### src/rtl/text_console_pkg.sv
// Shared constants and state encoding for the text console writer.
package text_console_pkg;

  localparam int COLS = 80;
  localparam int ROWS = 25;

  localparam logic [7:0] BLANK = 8'h20;

  // Control codes recognised by the writer
  localparam logic [7:0] CH_BS = 8'h08;
  localparam logic [7:0] CH_LF = 8'h0A;
  localparam logic [7:0] CH_FF = 8'h0C;
  localparam logic [7:0] CH_CR = 8'h0D;

  // Pre-sized cursor and address constants so comparisons stay width-exact
  localparam logic [6:0]  LAST_COL      = 7'(COLS - 1);
  localparam logic [4:0]  LAST_ROW      = 5'(ROWS - 1);
  localparam logic [10:0] ROW_STRIDE    = 11'(COLS);
  localparam logic [10:0] NUM_CELLS     = 11'(COLS * ROWS);
  localparam logic [10:0] LAST_ROW_BASE = 11'((ROWS - 1) * COLS);

  typedef enum logic [2:0] {
    ST_CLEAR     = 3'd0,
    ST_IDLE      = 3'd1,
    ST_SCR_GAP   = 3'd2,
    ST_SCR_RD    = 3'd3,
    ST_SCR_WR    = 3'd4,
    ST_SCR_BLANK = 3'd5
  } state_t;

endpackage

### src/rtl/text_console_writer.sv
// Byte-stream to character-RAM writer: cursor tracking, wrap, control codes,
// scroll-up by copying rows through port B, and clear-screen.
module text_console_writer
  import text_console_pkg::*;
(
  input  logic        clk,
  input  logic        rst_n,
  input  logic        ch_valid,
  input  logic [7:0]  ch_data,
  output logic        ch_ready,
  output logic [10:0] ram_addr,
  output logic [7:0]  ram_wdata,
  output logic        ram_we,
  input  logic [7:0]  ram_rdata,
  output logic [6:0]  cursor_col,
  output logic [4:0]  cursor_row,
  output logic        busy
);

  state_t      state_reg, state_next;
  logic [6:0]  col_reg, col_next;
  logic [4:0]  row_reg, row_next;
  // Linear cell index of the cursor, kept in step with col/row so that no
  // multiply is needed to form a write address.
  logic [10:0] cell_reg, cell_next;
  // Sweep index: clear address, scroll destination, or blank-row address.
  logic [10:0] scan_reg, scan_next;
  logic [10:0] addr_reg, addr_next;
  logic        we_reg, we_next;
  logic [7:0]  wdata_reg, wdata_next;
  logic        accept;
  logic        wraps_at_bottom;

  assign accept = ch_valid && (state_reg == ST_IDLE);

  // A byte that moves the cursor past the last row triggers a scroll
  assign wraps_at_bottom = (row_reg == LAST_ROW) &&
                           ((ch_data == CH_LF) ||
                            ((ch_data >= BLANK) && (col_reg == LAST_COL)));

  // State register
  always_ff @(posedge clk or negedge rst_n) begin
    if (!rst_n) begin
      state_reg <= ST_CLEAR;
    end else begin
      state_reg <= state_next;
    end
  end

  // Next-state logic
  always_comb begin
    state_next = state_reg;
    case (state_reg)
      ST_CLEAR: begin
        if (scan_reg == NUM_CELLS) state_next = ST_IDLE;
      end
      ST_IDLE: begin
        if (accept) begin
          if (ch_data == CH_FF) state_next = ST_CLEAR;
          else if (wraps_at_bottom) state_next = ST_SCR_GAP;
        end
      end
      ST_SCR_GAP: state_next = ST_SCR_RD;
      ST_SCR_RD:  state_next = ST_SCR_WR;
      ST_SCR_WR: begin
        if (scan_reg == LAST_ROW_BASE - 11'd1) state_next = ST_SCR_BLANK;
        else state_next = ST_SCR_RD;
      end
      ST_SCR_BLANK: begin
        if (scan_reg == NUM_CELLS) state_next = ST_IDLE;
      end
      default: state_next = ST_CLEAR;
    endcase
  end

  // Next values for cursor, sweep index and the registered port-B signals
  always_comb begin
    col_next   = col_reg;
    row_next   = row_reg;
    cell_next  = cell_reg;
    scan_next  = scan_reg;
    addr_next  = addr_reg;
    we_next    = 1'b0;
    wdata_next = wdata_reg;
    case (state_reg)
      ST_CLEAR: begin
        if (scan_reg != NUM_CELLS) begin
          addr_next  = scan_reg;
          we_next    = 1'b1;
          wdata_next = BLANK;
          scan_next  = scan_reg + 11'd1;
        end
      end
      ST_IDLE: begin
        if (accept) begin
          if (ch_data >= BLANK) begin
            addr_next  = cell_reg;
            we_next    = 1'b1;
            wdata_next = ch_data;
            if (col_reg == LAST_COL) begin
              col_next = 7'd0;
              if (row_reg == LAST_ROW) begin
                cell_next = LAST_ROW_BASE;
              end else begin
                row_next  = row_reg + 5'd1;
                cell_next = cell_reg + 11'd1;
              end
            end else begin
              col_next  = col_reg + 7'd1;
              cell_next = cell_reg + 11'd1;
            end
          end else begin
            case (ch_data)
              CH_CR: begin
                col_next  = 7'd0;
                cell_next = cell_reg - {4'd0, col_reg};
              end
              CH_LF: begin
                col_next = 7'd0;
                if (row_reg == LAST_ROW) begin
                  cell_next = LAST_ROW_BASE;
                end else begin
                  row_next  = row_reg + 5'd1;
                  cell_next = cell_reg - {4'd0, col_reg} + ROW_STRIDE;
                end
              end
              CH_BS: begin
                if (col_reg != 7'd0) begin
                  col_next   = col_reg - 7'd1;
                  cell_next  = cell_reg - 11'd1;
                  addr_next  = cell_reg - 11'd1;
                  we_next    = 1'b1;
                  wdata_next = BLANK;
                end
              end
              CH_FF: begin
                // First clear write is issued now; the sweep resumes at 1
                col_next   = 7'd0;
                row_next   = 5'd0;
                cell_next  = 11'd0;
                addr_next  = 11'd0;
                we_next    = 1'b1;
                wdata_next = BLANK;
                scan_next  = 11'd1;
              end
              default: ;
            endcase
          end
        end
      end
      ST_SCR_GAP: begin
        // Read the source cell of the first copy (destination 0)
        addr_next = ROW_STRIDE;
        scan_next = 11'd0;
      end
      ST_SCR_RD: begin
        addr_next = scan_reg;
        we_next   = 1'b1;
      end
      ST_SCR_WR: begin
        if (scan_reg == LAST_ROW_BASE - 11'd1) begin
          addr_next  = LAST_ROW_BASE;
          we_next    = 1'b1;
          wdata_next = BLANK;
          scan_next  = LAST_ROW_BASE + 11'd1;
        end else begin
          addr_next = scan_reg + 11'd1 + ROW_STRIDE;
          scan_next = scan_reg + 11'd1;
        end
      end
      ST_SCR_BLANK: begin
        if (scan_reg != NUM_CELLS) begin
          addr_next  = scan_reg;
          we_next    = 1'b1;
          wdata_next = BLANK;
          scan_next  = scan_reg + 11'd1;
        end
      end
      default: ;
    endcase
  end

  // Cursor, sweep index and registered port-B outputs
  always_ff @(posedge clk or negedge rst_n) begin
    if (!rst_n) begin
      col_reg   <= 7'd0;
      row_reg   <= 5'd0;
      cell_reg  <= 11'd0;
      scan_reg  <= 11'd0;
      addr_reg  <= 11'd0;
      we_reg    <= 1'b0;
      wdata_reg <= BLANK;
    end else begin
      col_reg   <= col_next;
      row_reg   <= row_next;
      cell_reg  <= cell_next;
      scan_reg  <= scan_next;
      addr_reg  <= addr_next;
      we_reg    <= we_next;
      wdata_reg <= wdata_next;
    end
  end

  assign ch_ready   = (state_reg == ST_IDLE);
  assign busy       = (state_reg != ST_IDLE);
  assign ram_addr   = addr_reg;
  assign ram_we     = we_reg;
  // During the copy write the read data goes straight back out unregistered
  assign ram_wdata  = (state_reg == ST_SCR_WR) ? ram_rdata : wdata_reg;
  assign cursor_col = col_reg;
  assign cursor_row = row_reg;

endmodule

### config.mk
export PLATFORM = sky130hd
export DESIGN_NAME = text_console_writer
export DESIGN_NICKNAME = d
export VERILOG_FILES = /design/src/rtl/text_console_pkg.sv /design/src/rtl/text_console_writer.sv
export SDC_FILE = /design/constraint.sdc
export NUM_CORES = 1
export LEC_CHECK = 0
export BUFFER_PORTS_ARGS = -buffer_cell sky130_fd_sc_hd__clkbuf_2
export CAP_MARGIN = 10
export CORE_MARGIN = 2
export CORE_UTILIZATION = 40
export DETAILED_ROUTE_END_ITERATION = 10
export MAX_ROUTING_LAYER = met4
export REMOVE_ABC_BUFFERS = 1
export SYNTH_ARGS = -nofsm -noshare
export SYNTH_HDL_FRONTEND = slang
export SYNTH_SLANG_ARGS = --single-unit
### constraint.sdc
create_clock -name clk -period 3.43 [get_ports clk]
set_input_delay 0.686 -clock clk [delete_from_list [all_inputs] [get_ports clk]]
set_output_delay 0.686 -clock clk [all_outputs]
set_load 0.05 [all_outputs]
==> results of run 1 <==
-- path summary, 6_finish.rpt --
check                                 start       endpoint  slack [ps]  cells past startpoint
min in group asynchronous             rst_n  cursor_col[2]         520                      1
max in group asynchronous             rst_n    scan_reg[3]        2150                      2
worst max register to register  cell_reg[0]    cell_reg[9]         250                     11
worst min register to register  ram_addr[1]    ram_addr[1]         490                      2
worst max-delay path            cell_reg[0]    cell_reg[9]         250                     11
worst min-delay path            ram_addr[1]    ram_addr[1]         490                      2
-- per-stage QoR --
stage | worst slack (ps) | setup TNS (ps) | hold slack, ps | util
after CTS | 283.4 | 0 | 499.8 | 0.4738
after floorplan | -595.9 | -5434 | 390.4 | -
after detailed placement | 327.0 | 0 | 476.5 | 0.4456
after global placement | 368.8 | 0 | 468.1 | 0.4456
final | 249.8 | 0 | 488.5 | 0.4743
after global routing | 13.40 | 0 | 528.9 | 0.4743
-- cells by family (layout without fill, tap and decap cells) --
family / Yosys count / after routing / synth area share
flops: 57 / 57 / 0.2825
compound gates: 240 / 240 / 0.3035
fa+ha+maj: 20 / 20 / 0.05001
xor+xnor: 26 / 26 / 0.04506
buf+inv: 74 / 127 / 0.05967
mux: 10 / 10 / 0.02006
simple gates: 242 / 242 / 0.2392
-- cells in the final DEF (no fill, tap or decap), types with 7 or more instances in the layout --
| master | synthesis | layout |
|---|---|---|
| a21o_1 | 8 | 8 |
| a21oi_1 | 49 | 49 |
| a31oi_1 | 14 | 14 |
| and3_1 | 7 | 7 |
| buf_4 | 0 | 27 |
| clkbuf_16 | 0 | 9 |
| clkbuf_2 | 0 | 52 |
| dfrtp_1 | 56 | 56 |
| ha_1 | 17 | 17 |
| inv_1 | 31 | 31 |
| mux2i_1 | 9 | 9 |
| nand2_1 | 81 | 81 |
| nand2b_1 | 12 | 12 |
| nand3_1 | 16 | 16 |
| nor2_1 | 56 | 56 |
| nor3_1 | 15 | 14 |
| o211ai_1 | 7 | 7 |
| o21a_1 | 8 | 8 |
| o21ai_0 | 76 | 76 |
| o22ai_1 | 12 | 12 |
| o31ai_1 | 7 | 7 |
| or3_1 | 9 | 9 |
| xnor2_1 | 21 | 21 |
-- per-layer routing --
| metal | vias up | global-route usage |
|---|---|---|
| met4 | 0 | 0.09524 |
| met1 | 2553 | 0.3384 |
| met3 | 27 | 0.04670 |
| met5 | - | - |
| met2 | 200 | 0.3566 |
| li1 | 2567 | - |
-- worst reg2reg max path, delay by kind of cell, from the launching register on --
family | cells | cell delay [ps]
flops | 1 | 450
compound gates | 4 | 930
buf+inv | 1 | 120
mux | 2 | 490
xor+xnor | 1 | 260
fa+ha+maj | 2 | 620
simple gates | 1 | 180
-- cell type report --
| cell class | count | share of cell area |
|---|---|---|
| Clock buffer | 9 | 0.03810 |
| Clock inverter | 7 | 0.02116 |
| Inverter | 32 | 0.02032 |
| Multi-Input combinational cell | 538 | 0.5642 |
| Sequential cell | 57 | 0.2415 |
| Tap cell | 172 | 0.03640 |
| Timing Repair Buffer | 79 | 0.07831 |
-- power groups by stage --
stage                     logic, mW  clock network [mW]  registers [mW]
after floorplan              0.0266                   0           0.685
after global placement       0.0719                   0           0.685
after detailed placement     0.0726                   0           0.685
after CTS                    0.0731                1.09           0.673
after global routing         0.0803                1.12           0.672
final                        0.0728                1.07           0.673
-- repair_timing --
action	4_1_cts	5_1_grt
hold buffers	0	0
setup endpoints to repair	0	2
resized for setup	0	1
==> impl_metrics.csv, run 1 <==
group,metric,value,unit
clock_network,cts_buffer_depth,2,
global_routing,grt_pass1_wl,25250,µm
floorplanning,die_area,13550,µm²
floorplanning,coreArea,12470,µm²
route,ant_nets,0,
pwr,p_comb_frac,0.040,
floorplanning,num_io_pins,53,
status,run_status,"complete, no violations",
sta,slew-limit-headroom,0.3276,
setup_path,critPathSlowestCell,"dfrtp_1",
clock_network,cts_setup_buffers,0,
route,wire_per_inst,17.61,µm
final_layout,drive_above_1_share,0.1524,
setup_path,cpPeakStageDelay,450,ps
worst_hold_path,min_path_type,"reg -> reg",
route,drc,0,
pwr,power,1.820,mW
setup_path,cpLargestDelayFamily,"compound AO/OA/AOI/OAI gates",
yosys,synthTopCellsByCount,"81 x nand2_1, 76 x o21ai_0, 56 x dfrtp_1, 56 x nor2_1, 49 x a21oi_1",
setup_path,arrival,3380,ps
setup_path,critPathLaunchType,"register",
final_layout,num_antenna_cells,0,
final_layout,fillers,1265,
yosys,netlist_top_cells_area,"dfrtp_1 28%, o21ai_0 7.5%, nand2_1 6.0%, a21oi_1 4.9%, ha_1 4.2%",
yosys,synth_edf_count,0,
final_layout,final_cell_area,5912,µm²
yosys,synth_ff_type,"dfrtp_1",
pwr,power.net_switching,0.4082,mW
yosys,syn_area,5054,µm²
route,drt-pass1-iter-count,6,
floorplanning,rows,41,
global_routing,grt_pass1_vias,4893,
clock_network,worstSkewPairLatency,340,ps
yosys,synth_top_area_share,0.2773,
route,wl_met1,7418,µm
pwr,pwr-share-seq,0.370,
pwr,powerDensity,307.9,nW/µm²
sta,timing.final.crit_share,0.9272,
route,top_layer,"met4",
placement,placed_area,5555,µm²
yosys,syn_inst,669,
setup_path,cp.required,3620,ps
setup_path,crit_top_cell,"mux2i_1",
yosys,avgSynthCellArea,7.554,µm²
sta,worst_pin_slew,1009,ps
clock_network,h-tree-depth,3,
clock_network,root_buffer,"clkbuf_16",
clock_network,cts_tree,"built",
setup_path,worst-path-max-fanout,8,
global_routing,grtUsageTotal,0.2458,
setup_path,path_buf_inv,1,
setup_path,path_class,"reg -> reg",
route,drt_iter0_drc,529,
floorplanning,start_util,0.4054,
pwr,vdd_drop_max,0.1890,mV
final_layout,seq_area,1428,µm²
placement,hpwl,11600,µm
clock_network,clkSinkCount,57,
yosys,yosysSeqAreaShare,0.2825,
placement,gp_congestion,0.9299,
yosys,yosysTopAreaCell,"dfrtp_1",
sta,drv_slew,0,
sta,fmax,0.3144,GHz
placement,dp_cells,878,
setup_path,path_cells,"inv_1 > ha_1 > fa_1 > nand2b_1 > a211o_1 > a21oi_1 > xnor2_1 > o2111ai_1 > mux2i_1 > mux2i_1 > a41oi_1",
final_layout,stdcell_count,894,
floorplanning,die_y,116.4,µm
final_layout,synthToLayoutAreaGrowth,16.98,%
sta,report.final.setup_viol,0,
global_routing,grt_max_degree,40,
placement,numPortBuffers,52,
global_routing,antenna_found_initial,0,
final_layout,nets,754,
pwr,swShare,0.2242,
global_routing,grt.overflow.total,0,
floorplanning,die_w,116.4,µm
clock_network,path_clk_slew,60,ps
yosys,synth.distinct_cells,75,
final_layout,multi_input_area,3336,µm²
yosys,ys_warn_count,0,
job,maxCapViolCount,0,
yosys,async_flop_share,1.000,
sta,finClkSkew,6.052,ps
clock_network,cts-buffers-inserted,9,
yosys,synth.most_common_cell,"nand2_1",
pwr,power.leakage,2.381,nW
pwr,internal_power,1.412,mW
route,routed_via_density,5.981,
sta,min_period,3180,ps
setup_path,cp-end-kind,"register",
route,route.met2.wl,6932,µm
yosys,synth-seq-cells,57,
sta,finalHoldViolCount,0,
route,dr_wl_met3,978,µm
route,wirelength,15740,µm
pwr,clkPwrFrac,0.590,
route,num_vias,5347,
sta,grt_setup_unrepaired,"no",
Power figures use the tool's default switching activity.
==> inputs of run 2 (changes only) <==
- MAX_ROUTING_LAYER: met4 -> default
==> run 2 against run 1 <==
  * Power down 8.8%
  * Die area unchanged
  * Maximum frequency down 0.97%
  * Largest power group unchanged
  * Register-to-register slack worse by 30 ps
  * Largest cell class unchanged
  * Hold slack about the same
  * First-iteration DRC count up 22%
==> impl_metrics.csv, run 2 (synthesis results as in run 1) <==
group,metric,value,unit
sta,drv_slew,0,
global_routing,grt_pass1_vias,4827,
pwr,clkPwrFrac,0.551,
status,run_status,"complete, no violations",
route,ant_nets,0,
clock_network,cts_setup_buffers,0,
final_layout,fillers,1286,
setup_path,critPathLaunchType,"register",
sta,fin_setup_tns,0,ps
route,wirelength,15480,µm
route,wire_per_inst,17.34,µm
floorplanning,die_y,116.4,µm
clock_network,cts_hold_buffers,0,
worst_hold_path,min_path_type,"reg -> reg",
pwr,vdd_drop_max,0.2173,mV
global_routing,grt_pass1_wl,24780,µm
final_layout,nets,753,
clock_network,worstSkewPairLatency,340,ps
pwr,internal_power,1.255,mW
pwr,power.leakage,2.342,nW
sta,worst_pin_slew,1022,ps
sta,finClkSkew,6.521,ps
final_layout,final_cell_mix,"81 x nand2_1, 76 x o21ai_0, 56 x nor2_1, 56 x dfrtp_1, 52 x clkbuf_2",
global_routing,antenna_found_initial,0,
sta,min_period,3211,ps
placement,numPortBuffers,52,
global_routing,grt.overflow.total,0,
pwr,pwr-share-seq,0.405,
setup_path,worst-path-max-fanout,8,
pwr,power.net_switching,0.4046,mW
final_layout,layout_commonest_cell,"nand2_1",
final_layout,final_core_util,0.4688,
setup_path,cp-end-kind,"register",
route,drt_iter0_drc,645,
global_routing,grtUsageTotal,0.2362,
sta,setup_slack,218.7,ps
pwr,p_comb_frac,0.044,
clock_network,root_buffer,"clkbuf_16",
sta,grt_setup_unrepaired,"no",
sta,fmax,0.3114,GHz
placement,hpwl,11560,µm
final_layout,stdcell_count,893,
clock_network,h-tree-depth,3,
final_layout,num_antenna_cells,0,
floorplanning,rows,41,
pwr,powerDensity,284.0,nW/µm²
route,routed_via_density,6.021,
sta,report.final.setup_viol,0,
job,maxCapViolCount,0,
placement,dp_cells,877,
sta,finalHoldViolCount,0,
clock_network,clkSinkCount,57,
clock_network,cts_tree,"built",
sta,timing.final.crit_share,0.9362,
floorplanning,num_io_pins,53,
global_routing,grt_max_degree,41,
route,num_vias,5377,
clock_network,path_clk_slew,60,ps
placement,dp_slack,268.3,ps
floorplanning,die_w,116.4,µm
setup_path,arrival,3400,ps
sta,slew-limit-headroom,0.3189,
floorplanning,die_area,13550,µm²
floorplanning,coreArea,12470,µm²
setup_path,cp.required,3620,ps
route,drc,0,
placement,gp_congestion,0.9366,
clock_network,cts-buffers-inserted,9,
final_layout,drive_above_1_share,0.1498,
setup_path,path_class,"reg -> reg",
final_layout,synthToLayoutAreaGrowth,15.65,%
clock_network,ctsResizeCount,0,
route,drt-pass1-iter-count,6,
floorplanning,start_util,0.4054,
pwr,swShare,0.2438,
clock_network,cts_buffer_depth,2,
[run 2: cell count changes in the layout (fill, tap and decap cells not counted), sizes merged]
cell      change
clkinvlp      +3
bufinv        -2
inv           -2
buf           -1
clkinv        +1
[run 2: path summary, 6_finish.rpt]
check,startpoint,endpoint,slack [ps],cells past startpoint
setup / recovery,cell_reg[0],cell_reg[9],220,11
hold / removal,ram_addr[3],ram_addr[3],490,2
setup reg to reg,cell_reg[0],cell_reg[9],220,11
hold reg to reg,ram_addr[3],ram_addr[3],490,2
max in group asynchronous,rst_n,scan_reg[5],2140,2
min in group asynchronous,rst_n,cursor_col[3],520,1
[run 2: final cells by class]
type / instances / area (µm²) / area share
clock buffer: 9 / 225.2 / 0.03854
clock inverter: 7 / 71.32 / 0.01220
inverter: 32 / 120.1 / 0.02055
multi-input combinational: 538 / 3329 / 0.5697
sequential: 57 / 1428 / 0.2443
tap: 172 / 215.2 / 0.03682
timing repair buffer: 78 / 455.4 / 0.07793
[run 2: worst max-delay path, cell delays in order, from the launching register on]
cell       delay [ps]
dfrtp_1           470
inv_1             120
ha_1              220
fa_1              400
nand2b_1          180
a211o_1           300
a21oi_1           220
xnor2_1           270
o2111ai_1         280
mux2i_1           240
mux2i_1           200
a41oi_1           140
[run 2: layer usage]
metal / GRT usage / up-vias / share of wire
met5: 0 / - / 0
met4: 0.1024 / 0 / 0.034
met3: 0.03944 / 38 / 0.075
met2: 0.3504 / 228 / 0.43
met1: 0.3382 / 2554 / 0.46
li1: - / 2557 / -
[run 2: power groups by stage]
stage / Sequential [mW] / Clock (mW) / Combinational [mW]
6_report: 0.673 / 0.914 / 0.0728
5_1_grt: 0.672 / 0.957 / 0.0818
4_1_cts: 0.673 / 0.925 / 0.0736
3_5_place_dp: 0.685 / 0 / 0.0733
3_3_place_gp: 0.685 / 0 / 0.0716
2_1_floorplan: 0.685 / 0 / 0.0266
[run 2: metrics by stage]
step	cell area, µm²	total power [mW]	hold slack, ps
6_report	5844	1.660	488.4
5_1_grt	5844	1.711	512.8
4_1_cts	5844	1.672	492.3
3_5_place_dp	5548	0.7580	479.4
3_3_place_gp	5548	0.7563	467.6
2_1_floorplan	4872	0.7115	390.4
==> inputs of run 3 (changes only) <==
- clock period: 3.43 -> 3.9 ns (I/O delays scaled with it)
==> run 3 against run 2 <==
  * Hold slack worse by 5.9 ps
  * Die area unchanged
  * Sequential power down 12%
  * Clock power down 2.6%
  * Sequential share of layout area up 0.29 points
  * Worst setup slack better by 430 ps
  * Via count down 1.0%
  * First-iteration DRC count down 13%
  * Critical path depth down 7
  * Combinational power down 15%
  * Critical endpoint is now ram_wdata[5]
  * Largest cell class unchanged
==> impl_metrics.csv, run 3 (synthesis results as in run 1) <==
group,metric,value,unit
status,run_status,"complete, no violations",
pwr,vdd_drop_max,0.1827,mV
sta,finClkSkew,6.082,ps
final_layout,nets,740,
clock_network,cts_hold_buffers,0,
floorplanning,die_area,13550,µm²
clock_network,worstSkewPairLatency,350,ps
final_layout,final_cell_area,5777,µm²
placement,hpwl,11650,µm
pwr,powerDensity,267.1,nW/µm²
setup_path,critPathSlowestCell,"nor2_1",
placement,placed_area,5450,µm²
placement,gp_congestion,0.9080,
route,ant_nets,0,
sta,drv_slew,0,
sta,grt_setup_unrepaired,"no",
placement,numPortBuffers,52,
setup_path,setup.worst_path.start,"state_reg[2]",
final_layout,num_antenna_cells,0,
route,wirelength,15690,µm
global_routing,grt_max_degree,39,
final_layout,multi_input_area,3329,µm²
clock_network,path_clk_slew,60,ps
clock_network,clkSinkCount,57,
clock_network,cts_tree,"built",
final_layout,fillers,1286,
route,wire_per_inst,17.83,µm
worst_hold_path,min_path_type,"reg -> reg",
placement,dp_cells,864,
final_layout,final_core_util,0.4634,
setup_path,cp-end-kind,"primary output",
clock_network,root_buffer,"clkbuf_16",
sta,fin_setup_tns,0,ps
floorplanning,die_w,116.4,µm
job,maxCapViolCount,0,
clock_network,cts_setup_buffers,0,
global_routing,grt.overflow.total,0,
sta,fmax,0.3080,GHz
route,drt_iter0_drc,562,
setup_path,cp.required,3120,ps
clock_network,ctsResizeCount,0,
final_layout,final_cell_mix,"81 x nand2_1, 75 x o21ai_0, 56 x nor2_1, 56 x dfrtp_1, 52 x clkbuf_2",
final_layout,seq_area,1428,µm²
sta,timing.final.crit_share,0.8324,
sta,worst_pin_slew,1061,ps
route,drc,0,
setup_path,critPathLaunchType,"register",
global_routing,grt_pass1_vias,4741,
sta,finalHoldViolCount,0,
setup_path,arrival,2470,ps
route,num_vias,5321,
setup_path,path_class,"reg -> out",
floorplanning,coreArea,12470,µm²
floorplanning,start_util,0.4054,
floorplanning,rows,41,
worst_hold_path,hold_path.startpoint,"ram_addr[3]",
setup_path,cpPeakStageDelay,640,ps
route,drt-pass1-iter-count,6,
clock_network,cts-buffers-inserted,9,
setup_path,reg2reg_from,"cell_reg[0]",
global_routing,grtUsageTotal,0.2370,
pwr,power.leakage,2.291,nW
setup_path,path_cells,"nand2_1 > nor2_1 > mux2_2 > clkbuf_2",
final_layout,layout_commonest_cell,"nand2_1",
final_layout,synthToLayoutAreaGrowth,14.31,%
route,routed_via_density,6.047,
final_layout,drive_above_1_share,0.1342,
final_layout,stdcell_count,880,
clock_network,h-tree-depth,3,
global_routing,grt_pass1_wl,24730,µm
global_routing,antenna_found_initial,0,
sta,report.final.setup_viol,0,
sta,min_period,3246,ps
floorplanning,die_y,116.4,µm
clock_network,cts_buffer_depth,2,
sta,slew-limit-headroom,0.2879,
floorplanning,num_io_pins,53,
setup_path,worst-path-max-fanout,15,
-- run 3: stage by stage --
stage          power, mW  hold WS, ps  setup slack (ps)
5_1_grt            1.593        514.6             456.3
3_3_place_gp      0.6639        467.4             677.7
6_report           1.543        482.4             653.6
4_1_cts            1.556        489.3             652.1
3_5_place_dp      0.6642        471.8             641.9
2_1_floorplan     0.6258        483.9            -219.9
-- run 3: power by group --
| group | internal (mW) | total, mW | switching, mW |
|---|---|---|---|
| clock | 0.565 | 0.890 | 0.324 |
| sequential | 0.592 | 0.592 | 0 |
| combinational | 0.0183 | 0.0616 | 0.0433 |
-- run 3: worst paths after layout --
| check | cells after the start | slack [ps] | endpoint |
|---|---|---|---|
| worst max-delay path | 4 | 650 | ram_wdata[5] |
| worst min-delay path | 2 | 480 | ram_addr[3] |
| worst max register to register | 11 | 710 | cell_reg[9] |
| worst min register to register | 2 | 480 | ram_addr[3] |
| max in group asynchronous | 2 | 2540 | scan_reg[1] |
| min in group asynchronous | 1 | 610 | cursor_col[3] |
-- run 3: layer usage --
layer / share of wire / wire (µm) / GRT usage / up-vias
met2: 0.43 / 6676 / 0.3543 / 241
li1: - / - / - / 2541
met1: 0.47 / 7367 / 0.3386 / 2506
met4: 0.026 / 404 / 0.08175 / 0
met3: 0.079 / 1241 / 0.05086 / 33
met5: 0 / 0 / 0 / -
-- run 3: layout make-up --
cell class / instances / share of cell area
Inverter: 32 / 0.02079
Clock inverter: 7 / 0.01754
Sequential cell: 57 / 0.2471
Multi-Input combinational cell: 538 / 0.5763
Tap cell: 172 / 0.03725
Timing Repair Buffer: 65 / 0.06194
Clock buffer: 9 / 0.03899
-- run 3: worst max-delay path, delay by kind of cell, from the launching register on --
kind          cells  cell delay, ps
buf+inv           1             230
flops             1             570
mux               1             410
simple gates      2             900
